### config.mk
export PLATFORM = sky130hd
export DESIGN_NAME = jtdd2_prog_buf
export DESIGN_NICKNAME = d
export VERILOG_FILES = /design/src/rtl/jtdd2_prog_buf.sv
export SDC_FILE = /design/constraint.sdc
export NUM_CORES = 1
export LEC_CHECK = 0
export BUFFER_PORTS_ARGS = -buffer_cell sky130_fd_sc_hd__buf_2
export CAP_MARGIN = 20
export CORE_MARGIN = 2
export CORE_UTILIZATION = 63
export CTS_BUF_LIST = sky130_fd_sc_hd__clkbuf_4
export DETAILED_ROUTE_END_ITERATION = 10
export PLACE_DENSITY = 0.82
export SYNTH_ARGS = -nofsm -noshare
export SYNTH_HDL_FRONTEND = slang
export SYNTH_SLANG_ARGS = --single-unit
### constraint.sdc
create_clock -name clk -period 8.1 [get_ports clk]
set_clock_uncertainty 0.2 [all_clocks]
set_input_delay 0.405 -clock clk [delete_from_list [all_inputs] [get_ports clk]]
set_output_delay 0.405 -clock clk [all_outputs]
set_load 0.03 [all_outputs]
### src/rtl/jtdd2_prog_buf.sv
// Download write buffer: merges byte writes that hit the same 16-bit word, queues them,
// and hands them to the SDRAM write port with a req/ack handshake.
module jtdd2_prog_buf #(
   parameter int FIFO_AW = 3,
   parameter int MERGE   = 1
) (
   input  logic               clk,
   input  logic               rst,
   input  logic               downloading,
   input  logic [21:0]        prog_addr,
   input  logic [7:0]         prog_data,
   input  logic [1:0]         prog_mask,
   input  logic               prog_we,
   output logic               sdram_req,
   output logic [21:0]        sdram_addr,
   output logic [15:0]        sdram_din,
   output logic [1:0]         sdram_mask,
   input  logic               sdram_ack,
   output logic               dwnld_busy,
   output logic               ovf,
   output logic [FIFO_AW:0]   level,
   output logic [1:0]         dbg_state
);
   localparam int DEPTH = 1 << FIFO_AW;
   localparam logic [FIFO_AW:0] FULL_LVL = {1'b1, {FIFO_AW{1'b0}}};

   typedef enum logic [1:0] {IDLE = 2'd0, WAIT = 2'd1, GAP = 2'd2} state_t;
   typedef struct packed {
      logic [21:0] addr;
      logic [15:0] data;
      logic [1:0]  mask;
   } entry_t;

   state_t             state_q;
   entry_t             mem_q [DEPTH];
   logic [FIFO_AW-1:0] wr_ptr_q, rd_ptr_q;
   logic [FIFO_AW:0]   level_q;
   logic               ovf_q, dl_q, req_q;
   entry_t             out_q;

   logic   acc, push, pop, push_ok, fifo_empty, fifo_full, h_busy;
   entry_t strobe_e, push_e;

   // Valid/ready: a write is transferred on the clock edge where sdram_req and sdram_ack are both high;
   // sdram_req and the sdram_* payload stay stable from assertion until that edge.
   assign acc      = prog_we & downloading & (prog_mask != 2'b11);
   assign strobe_e = {prog_addr, prog_data, prog_data, prog_mask};

   generate
      if (MERGE != 0) begin : g_merge
         logic   h_valid_q, h_valid_d, flush, mergeable;
         entry_t h_q, h_d;

         // A complete word or the end of the download empties the hold register ahead of any new load.
         assign flush     = h_valid_q & ((h_q.mask == 2'b00) | ~downloading);
         assign mergeable = h_valid_q & ~flush & (prog_addr == h_q.addr) &
                            ((prog_mask | h_q.mask) == 2'b11);
         assign h_busy    = h_valid_q;

         always_comb begin
            push      = 1'b0;
            push_e    = h_q;
            h_valid_d = h_valid_q;
            h_d       = h_q;
            if (flush) begin
               push      = 1'b1;
               h_valid_d = 1'b0;
            end
            if (acc) begin
               if (mergeable) begin
                  h_d.mask = prog_mask & h_q.mask;
                  if (!prog_mask[0]) h_d.data[7:0]  = prog_data;
                  if (!prog_mask[1]) h_d.data[15:8] = prog_data;
               end else begin
                  if (h_valid_q) push = 1'b1;
                  h_valid_d = 1'b1;
                  h_d       = strobe_e;
               end
            end
         end

         always_ff @(posedge clk or posedge rst) begin
            if (rst) begin
               h_valid_q <= 1'b0;
               h_q       <= '0;
            end else begin
               h_valid_q <= h_valid_d;
               h_q       <= h_d;
            end
         end
      end else begin : g_direct
         assign push   = acc;
         assign push_e = strobe_e;
         assign h_busy = 1'b0;
      end
   endgenerate

   assign fifo_empty = (level_q == '0);
   assign fifo_full  = (level_q == FULL_LVL);
   // GAP also pops, so back-to-back writes see sdram_req low for a single cycle.
   assign pop        = ~fifo_empty & ((state_q == IDLE) | (state_q == GAP));
   assign push_ok    = push & (~fifo_full | pop);

   always_ff @(posedge clk) begin
      if (push_ok) mem_q[wr_ptr_q] <= push_e;
   end

   always_ff @(posedge clk or posedge rst) begin
      if (rst) begin
         wr_ptr_q <= '0;
         rd_ptr_q <= '0;
         level_q  <= '0;
         ovf_q    <= 1'b0;
         dl_q     <= 1'b0;
      end else begin
         dl_q <= downloading;
         if (push_ok) wr_ptr_q <= wr_ptr_q + 1'b1;
         if (pop)     rd_ptr_q <= rd_ptr_q + 1'b1;
         level_q <= level_q + {{FIFO_AW{1'b0}}, push_ok} - {{FIFO_AW{1'b0}}, pop};
         if (downloading & ~dl_q)  ovf_q <= 1'b0;
         else if (push & ~push_ok) ovf_q <= 1'b1;
      end
   end

   always_ff @(posedge clk or posedge rst) begin
      if (rst) begin
         state_q <= IDLE;
         req_q   <= 1'b0;
         out_q   <= {22'd0, 16'd0, 2'b11};
      end else begin
         case (state_q)
            IDLE, GAP: begin
               if (pop) begin
                  out_q   <= mem_q[rd_ptr_q];
                  req_q   <= 1'b1;
                  state_q <= WAIT;
               end else begin
                  state_q <= IDLE;
               end
            end
            WAIT: begin
               if (sdram_ack) begin
                  req_q   <= 1'b0;
                  state_q <= GAP;
               end
            end
            default: state_q <= IDLE;
         endcase
      end
   end

   assign sdram_req  = req_q;
   assign sdram_addr = out_q.addr;
   assign sdram_din  = out_q.data;
   assign sdram_mask = out_q.mask;
   assign ovf        = ovf_q;
   assign level      = level_q;
   assign dwnld_busy = downloading | h_busy | ~fifo_empty | req_q;
   assign dbg_state  = state_q;

endmodule

# Word level (Yosys, flattened, before mapping)
# Memory sizes are Yosys's and may differ from the RTL's. A register that Yosys moved wholly into a read port is not among the register bits.
# Index checks and enable logic that the tools add are counted.
# totals
register_bits,56
output_inout_bits,49
input_bits,37
n_memories,1
ramBits,320
# mem_list
name,words,width,rd,rd_clocked_by_memory_dff,wr,line_no,text
mem_q,8,40,1,1,1,35,entry_t mem_q [DEPTH];
# classes
muxes,20
eq_ne,10
add_sub_neg,4
reduce_logical,11
bitwise_logic,25
# op_table
cell,count
$eq 22x22->1,1
$mux 18,1
$mux 8,2
$mux 1,14
$and 1x1->1,10
$ne 2x2->1 const B,5
$reduce_and 2->1,4
$not 1->1,7
$add 3x1->3 const B,2
$or 1x1->1,6
$add 4x1->4,1
$eq 2x2->1 const B,2
$eq 4x4->1 const B,1
$logic_not 2->1,2
$logic_not 4->1,1
$pmux 2 s2,1
$reduce_bool 2->1,2
$sub 4x1->4,1
$reduce_and 3->1,1
$and 2x2->2,1
$eq 2x1->1 const B,1
$mux 2,1
$or 2x2->2,1
$pmux 1 s2,1
$reduce_or 2->1,1

# Logic depth before layout (Yosys ltp)
# Gate-level depths: netlist (run 1).
# logic_depth
word_depth,14
mapped_depth,10
mapped_depth_nobuf,9

# Worst setup path before layout (run 1)
# Ideal clock, no wire load.
# synth_path
path_kind,register -> register
from,reg level_q[2] (netlist: level[2])
to,mem mem_q[1][0] (netlist bit) (enable)
path_stages_with_launch,7
setup_slack_ps,1756
setup_ps,552
required_time_ps,7348
t_arrival_ps,5592
path_cell_list,dfrtp_1 inv_1 ha_1 o211ai_1 o211a_1 o21ai_4 nor4b_1
# synth_via
elab_chain_len,7
word_cells_on_any_way,9
# synth_lines
element,line_no,text
start: declaration,37,logic [FIFO_AW:0] level_q;
start signal: assignment,119,"level_q <= level_q + {{FIFO_AW{1'b0}}, push_ok} - {{FIFO_AW{1'b0}}, pop};"
$logic_not 4->1,98,assign fifo_empty = (level_q == '0);
$not 1->1,101,assign pop = ~fifo_empty & ((state_q == IDLE) | (state_q == GAP));
$and 1x1->1,101,
$or 1x1->1 (*),102,assign push_ok = push & (~fifo_full | pop);
$and 1x1->1 (*),102,
$mux 1 (*),105,if (push_ok) mem_q[wr_ptr_q] <= push_e;
$mux 1 (not written as such) (*),105,
end: declaration,35,
# Every way passes the cells marked *; elsewhere a longest branch is shown, timed or not.

# Final worst setup path (run 1)
# layout_path
from,in downloading
to,mem mem_q[3][21] (netlist bit) (enable)
# layout_via
elab_chain_len,12
word_cells_on_any_way,16
# layout_lines
element,line_no,text
start: declaration,9,"input logic downloading,"
$not 1->1,55,assign flush = h_valid_q & ((h_q.mask == 2'b00) | ~downloading);
$or 1x1->1,55,
$and 1x1->1,55,
$not 1->1,56,assign mergeable = h_valid_q & ~flush & (prog_addr == h_q.addr) &
$and 1x1->1 (3 in series),56,
$mux 1,70,if (mergeable) begin
$mux 1 (*),69,if (acc) begin
$and 1x1->1 (*),102,
$mux 1 (*),105,
$mux 1 (not written as such) (*),105,
# Marked as above.

==> flow_summary.ini, run 1 <==
[grt]
grt_pass1_wl_um = 51600
first_global_vias = 9105
grt_max_degree = 70
track_usage_pct = 26.2
grt_remaining_overflow = 0
antenna_found_initial = 1

[synthesis]
syn-instance-count = 842
synth_fp_nets = 887
ys_warn_count = 0
synth_cell_types = 46
yosysSeqAreaShare_pct = 74.0
synth_area_sq_mm = 0.0162
synth_seq_cells = 416
syn_avg_cell_area_sq_um = 19.3

[worst_setup_path]
crit_path_end_kind = flop
worstPathRequired_ps = 8220
startpoint_type = input pin
critical_path_class = in2reg
arrival_ps = 3750
crit_fanout = 31

[detailed_routing]
viasPerCell = 5.99
wl_per_cell_um = 23.0
first_pass_iters = 5
first_iter_violations = 798
ant_nets = 0
totalWireLength_um = 33700
vias = 8764
drc = 0

[power]
power_frac_clock_pct = 26.8
p_switching_mw = 2.10
internal-power_mw = 4.33
leakage_nw = 6.89
ir_worst_vdd_mv = 0.323
powerDensity_mw_per_mm2 = 341
p_comb_share_pct = 27.0
p_seq_share_pct = 46.2
swShare_pct = 32.6

[clock_network]
post_cts_buffers = 0
cts_max_level = 3
cts_buffers = 99
clk_pin_slew_ps = 60
cts.sinks = 416
insertion_delay_ps = 730
clock_path_buffers = 3
cts_root_buf = clkbuf_4
cts_resized = 0
cts_hold_buf = 39
cts_tree = yes

[sta]
hold_viol = 0
layout_setup_ws_ps = 4470
rsz0062_at_grt = no
fmax_mhz = 275
drv_slew = 0
final.setup.tns_ps = 0
fin_crit_sh_pct = 44.8
tightest_slew_ps = 1100
finalSetupViolCount = 0
slew-limit-headroom_pct = 26.5
fin_crit_ps = 3630

[outcome]
status = completed

[placed_design]
place_ws_ps = 4000
place_inst = 1235
hpwlAfterDp_um = 18900
port_buffers = 85
gp_congestion = 0.777

[die]
row_count = 58
dieArea_sq_mm = 0.0271
start_util_pct = 64.3
core_area_sq_mm = 0.0253
io_pins = 86
chipWidth_um = 165
chipHeight_um = 165

[final_layout]
drive_above_1_share_pct = 34.9
layout_commonest_cell = edfxtp_1
fin_cells = 1462
syn_to_final_growth_pct = 16.1
most-common-layout-cells = 320 x edfxtp_1, 151 x clkbuf_4, 91 x dfrtp_1
nNetsFinal = 1091

[hold_path]
hold_path_class = in2reg

[job]
cap_viol_max_count = 0
-- cells in the mapped netlist (all sizes together) --
library cell,instances,area (sq um)
a22o,1,8.76
ha,7,87.6
buf,18,101
nand4,2,12.5
nor4,8,80.1
o211ai,2,15.0
o211a,1,10.0
mux4,80,1800
nand2b,2,12.5
dfrtp,94,2350
mux2i,40,400
o21bai,2,15.0
o21a,3,30.0
nor2,45,169
edfxtp,320,9610
xnor2,4,35.0
xor2,24,210
inv,12,45.0
dfstp,2,52.6
fa,1,20.0
o21ai,19,106
or2,2,12.5
o31ai,16,120
nor4b,2,17.5
clkbuf,25,93.8
o221ai,1,15.0
and2,9,56.3
mux2,25,364
o2111a,1,11.3
a21o,1,7.51
nand3,2,22.5
o22ai,1,6.26
nand2,20,75.1
a21oi,45,229
nor3,5,30.0
-- final cells by class --
| type | count | area [sq um] |
|---|---|---|
| multi-input cells | 371 | 4040 |
| flip-flops and latches | 416 | 12000 |
| clock inverters | 35 | 201 |
| fillers | 1407 | 6400 |
| well taps | 330 | 413 |
| diodes | 1 | 2.50 |
| repair buffers | 146 | 988 |
| inverters | 12 | 47.5 |
| clock buffers | 151 | 1130 |
-- critical path, stage by stage --
cell and delay [ps]:
dlygate4sd3_1 530, buf_2 170, nand2_1 140, a21oi_2 510, o211a_1 300, o21ai_4 140, nor3_2 900, buf_4 630
-- final timing paths --
path / slack [ps] / to / cells after the start / startpoint
setup reg to reg: 4470 / mem_q[3][21] / 7 / level[2]
hold / removal: 210 / g_merge.h_q[0] / 4 / prog_we
setup / recovery: 4470 / mem_q[3][21] / 8 / downloading
min in group asynchronous: 610 / g_merge.h_q[39] / 4 / rst
hold reg to reg: 300 / sdram_mask[0] / 2 / sdram_mask[0]
max in group asynchronous: 5720 / level[0] / 5 / rst
-- kinds of logic after synthesis --
| family | after synthesis | share of synthesized area [%] |
|---|---|---|
| muxes | 145 | 15.8 |
| and+or+nand+nor | 97 | 3.01 |
| adders and majority gates | 8 | 0.663 |
| xor gates and xnor gates | 28 | 1.51 |
| buffers and inverters | 55 | 1.48 |
| AOI/OAI and AO/OA | 93 | 3.54 |
| DFF | 416 | 74.0 |
-- per-stage QoR --
step / util (%) / hold WS (ps) / instance area, sq um / power, mW
after floorplan: - / 236 / 16200 / 4.23
after global placement: 67.7 / 212 / 17100 / 4.69
after detailed placement: 67.7 / 228 / 17100 / 4.75
after CTS: 74.6 / 128 / 18800 / 6.49
after global routing: 74.6 / 183 / 18800 / 6.76
final: 74.6 / 215 / 18800 / 6.43
-- registers in the layout, indices dropped and copies added (netlist names) --
| register | count |
|---|---|
| g_merge.h_q | 40 |
| wr_ptr_q | 3 |
| rd_ptr_q | 3 |
| sdram_req | 1 |
| dl_q | 1 |
| sdram_din | 16 |
| ovf | 1 |
| sdram_addr | 22 |
| dbg_state | 2 |
| g_merge.h_valid_q | 1 |
| mem_q | 320 |
| sdram_mask | 2 |
| level | 4 |
-- power groups by stage --
stage	registers (mW)	logic, mW	clock network [mW]
3_3_place_gp	2.99	1.69	0
6_report	2.97	1.74	1.72
3_5_place_dp	3.02	1.73	0
2_1_floorplan	3.07	1.17	0
4_1_cts	2.98	1.75	1.76
5_1_grt	3.02	1.87	1.87
-- routing by layer --
metal	share of wire, %	track usage, %	vias up
li1	-	-	3811
met1	40	35.7	4463
met2	49	41.4	407
met3	7.2	5.83	83
met4	3.3	11.9	0
met5	0	0	-
Power figures use the tool's default switching activity.
==> inputs of run 2 (changes only) <==
clock period = 3.5 ns   (was 8.1 ns; I/O delays follow)
==> run 2 against run 1 <==
  * Combinational power up 140%
  * Sequential power up 130%
  * Critical path depth grew 1
  * Clock-buffer cell count is 16 lower
  * Setup slack worse by 4300 ps
  * Via count grew 0.29%
  * Flip-flop and latch count is the same
  * Largest power group unchanged
  * Largest cell class unchanged
  * Non-clock buffer count increased by 17
  * Critical endpoint is now g_merge.h_q[8]
  * Routed wire length increased by 1.3%
  * Total power up 130%
  * Sequential share of layout area fell by 0.88 points
==> flow_summary.ini, run 2 (same netlist as run 1, synthesis figures left out) <==
[outcome]
status = completed

[clock_network]
cts_max_level = 3
cts.sinks = 416
cts_root_buf = clkbuf_4
insertion_delay_ps = 730
clk_pin_slew_ps = 70
cts_tree = yes
clock_path_buffers = 3
cts_buffers = 101

[placed_design]
hpwlAfterDp_um = 19800
place_inst = 1244
place_area_sq_mm = 0.0173
gp_congestion = 0.815
port_buffers = 85
place_ws_ps = 355

[power]
ir_worst_vdd_mv = 0.571
p_comb_share_pct = 27.6
powerDensity_mw_per_mm2 = 788
p_switching_mw = 4.94
power_frac_clock_pct = 26.5
leakage_nw = 6.99
finalPower_mw = 15.1
swShare_pct = 32.8
internal-power_mw = 10.1
p_seq_share_pct = 45.9

[final_layout]
most-common-layout-cells = 320 x edfxtp_1, 135 x clkbuf_4, 89 x dfrtp_1
regMostFlops = mem_q
drive_above_1_share_pct = 34.3
fin_cells = 1483
layout_commonest_cell = edfxtp_1
final_area_sq_mm = 0.0191
fin_util_pct = 75.7
syn_to_final_growth_pct = 17.7
nNetsFinal = 1110
largest_reg_flops = 320

[worst_setup_path]
crit_chain = xor2_1 -> nor4_2 -> buf_4 -> nand4_1 -> buf_4 -> o31ai_1 -> dlygate4sd3_1 -> o21ai_1 -> dlygate4sd3_1
crit_end = g_merge.h_q[8]
crit_path_end_kind = flop
reg2regPathDepth = 9
crit_fanout = 19
r2r_end = g_merge.h_q[8]
cp_slowest_cell = dlygate4sd3_1
critical_path_class = reg2reg
rrSetupSlack_ps = 160
r2r_start = g_merge.h_q[35]
startpoint_type = flop
cp_slowest_stage_delay_ps = 590
arrival_ps = 3730
worstPathRequired_ps = 3880
crit_start = g_merge.h_q[35]

[die]
row_count = 58
dieArea_sq_mm = 0.0271
chipWidth_um = 165
chipHeight_um = 165
start_util_pct = 64.3
io_pins = 86
core_area_sq_mm = 0.0253

[detailed_routing]
first_iter_violations = 780
vias = 8789
totalWireLength_um = 34100
viasPerCell = 5.93
ant_nets = 0
first_pass_iters = 5
drc = 0
wl_per_cell_um = 23.0

[grt]
grt_remaining_overflow = 0
antenna_found_initial = 2
track_usage_pct = 26.8
grt_max_degree = 70
grt_pass1_wl_um = 52900
first_global_vias = 9339

[sta]
hold_viol = 0
slew-limit-headroom_pct = 31.3
finalSetupViolCount = 0
tightest_slew_ps = 1030
fin_crit_sh_pct = 95.5
layout_setup_ws_ps = 158
fin_crit_ps = 3340
fmax_mhz = 299
timing.hold.ws_ps = 45.3
rsz0062_at_grt = no
final.setup.tns_ps = 0
drv_slew = 0

[job]
cap_viol_max_count = 0

[hold_path]
hold_path_class = in2async
[run 2: cell types whose count changed in the layout (fill, tap and decap cells not counted), sizes merged, moves of 2 or more]
cell	before	now
buf	107	115
bufinv	2	4
clkinv	31	47
diode	1	3
dlygate4sd3	39	48
clkbuf	151	135
[run 2: timing repair]
item / 4_1_cts / 5_1_grt
buffers inserted: 0 / 0
hold endpoints to repair: 114 / 0
resized for setup: 0 / 4
endpoints found under the setup margin: 0 / 4
hold buffers: 48 / 0
[run 2: cell type report]
type,count,area (sq um)
Multi-Input combinational cell,371,4120
Inverter,12,47.5
Antenna cell,3,7.51
Timing Repair Buffer,163,1180
Clock inverter,53,312
Clock buffer,135,1010
Sequential cell,416,12000
Fill cell,1404,6140
Tap cell,330,413
[run 2: worst min-delay path by stage]
stage                            to  cells past startpoint           from  slack, ps
detailed placement     dbg_state[0]                      2      sdram_ack        190
global route                   dl_q                      2    downloading         10
floorplan                      dl_q                      0    downloading          6
global placement       dbg_state[0]                      2      sdram_ack        180
CTS                 g_merge.h_q[30]                      3  prog_addr[12]        0.5
finish                 sdram_din[8]                      3            rst         50
[run 2: worst max-delay path, delay by kind of cell, from the launching register on]
kind,cells,cell delay (ps)
DFF,1,470
xor gates and xnor gates,1,190
and+or+nand+nor,2,410
AOI/OAI and AO/OA,2,340
buffers and inverters,4,1600
[run 2: power by group through the flow]
stage	Sequential, mW	Clock (mW)	Combinational, mW
floorplan	7.09	0	2.72
global placement	6.96	0	4.03
detailed placement	7.02	0	4.12
CTS	6.92	4.07	4.18
global route	7.01	4.35	4.48
finish	6.91	4.00	4.15
[run 2: metal layers]
metal / vias to the layer above / routed length [um] / GRT usage [%]
met5: - / 0 / 0
met3: 63 / 2440 / 5.15
met2: 399 / 17300 / 44.9
li1: 3843 / - / -
met1: 4484 / 13600 / 36.0
met4: 0 / 722 / 9.33
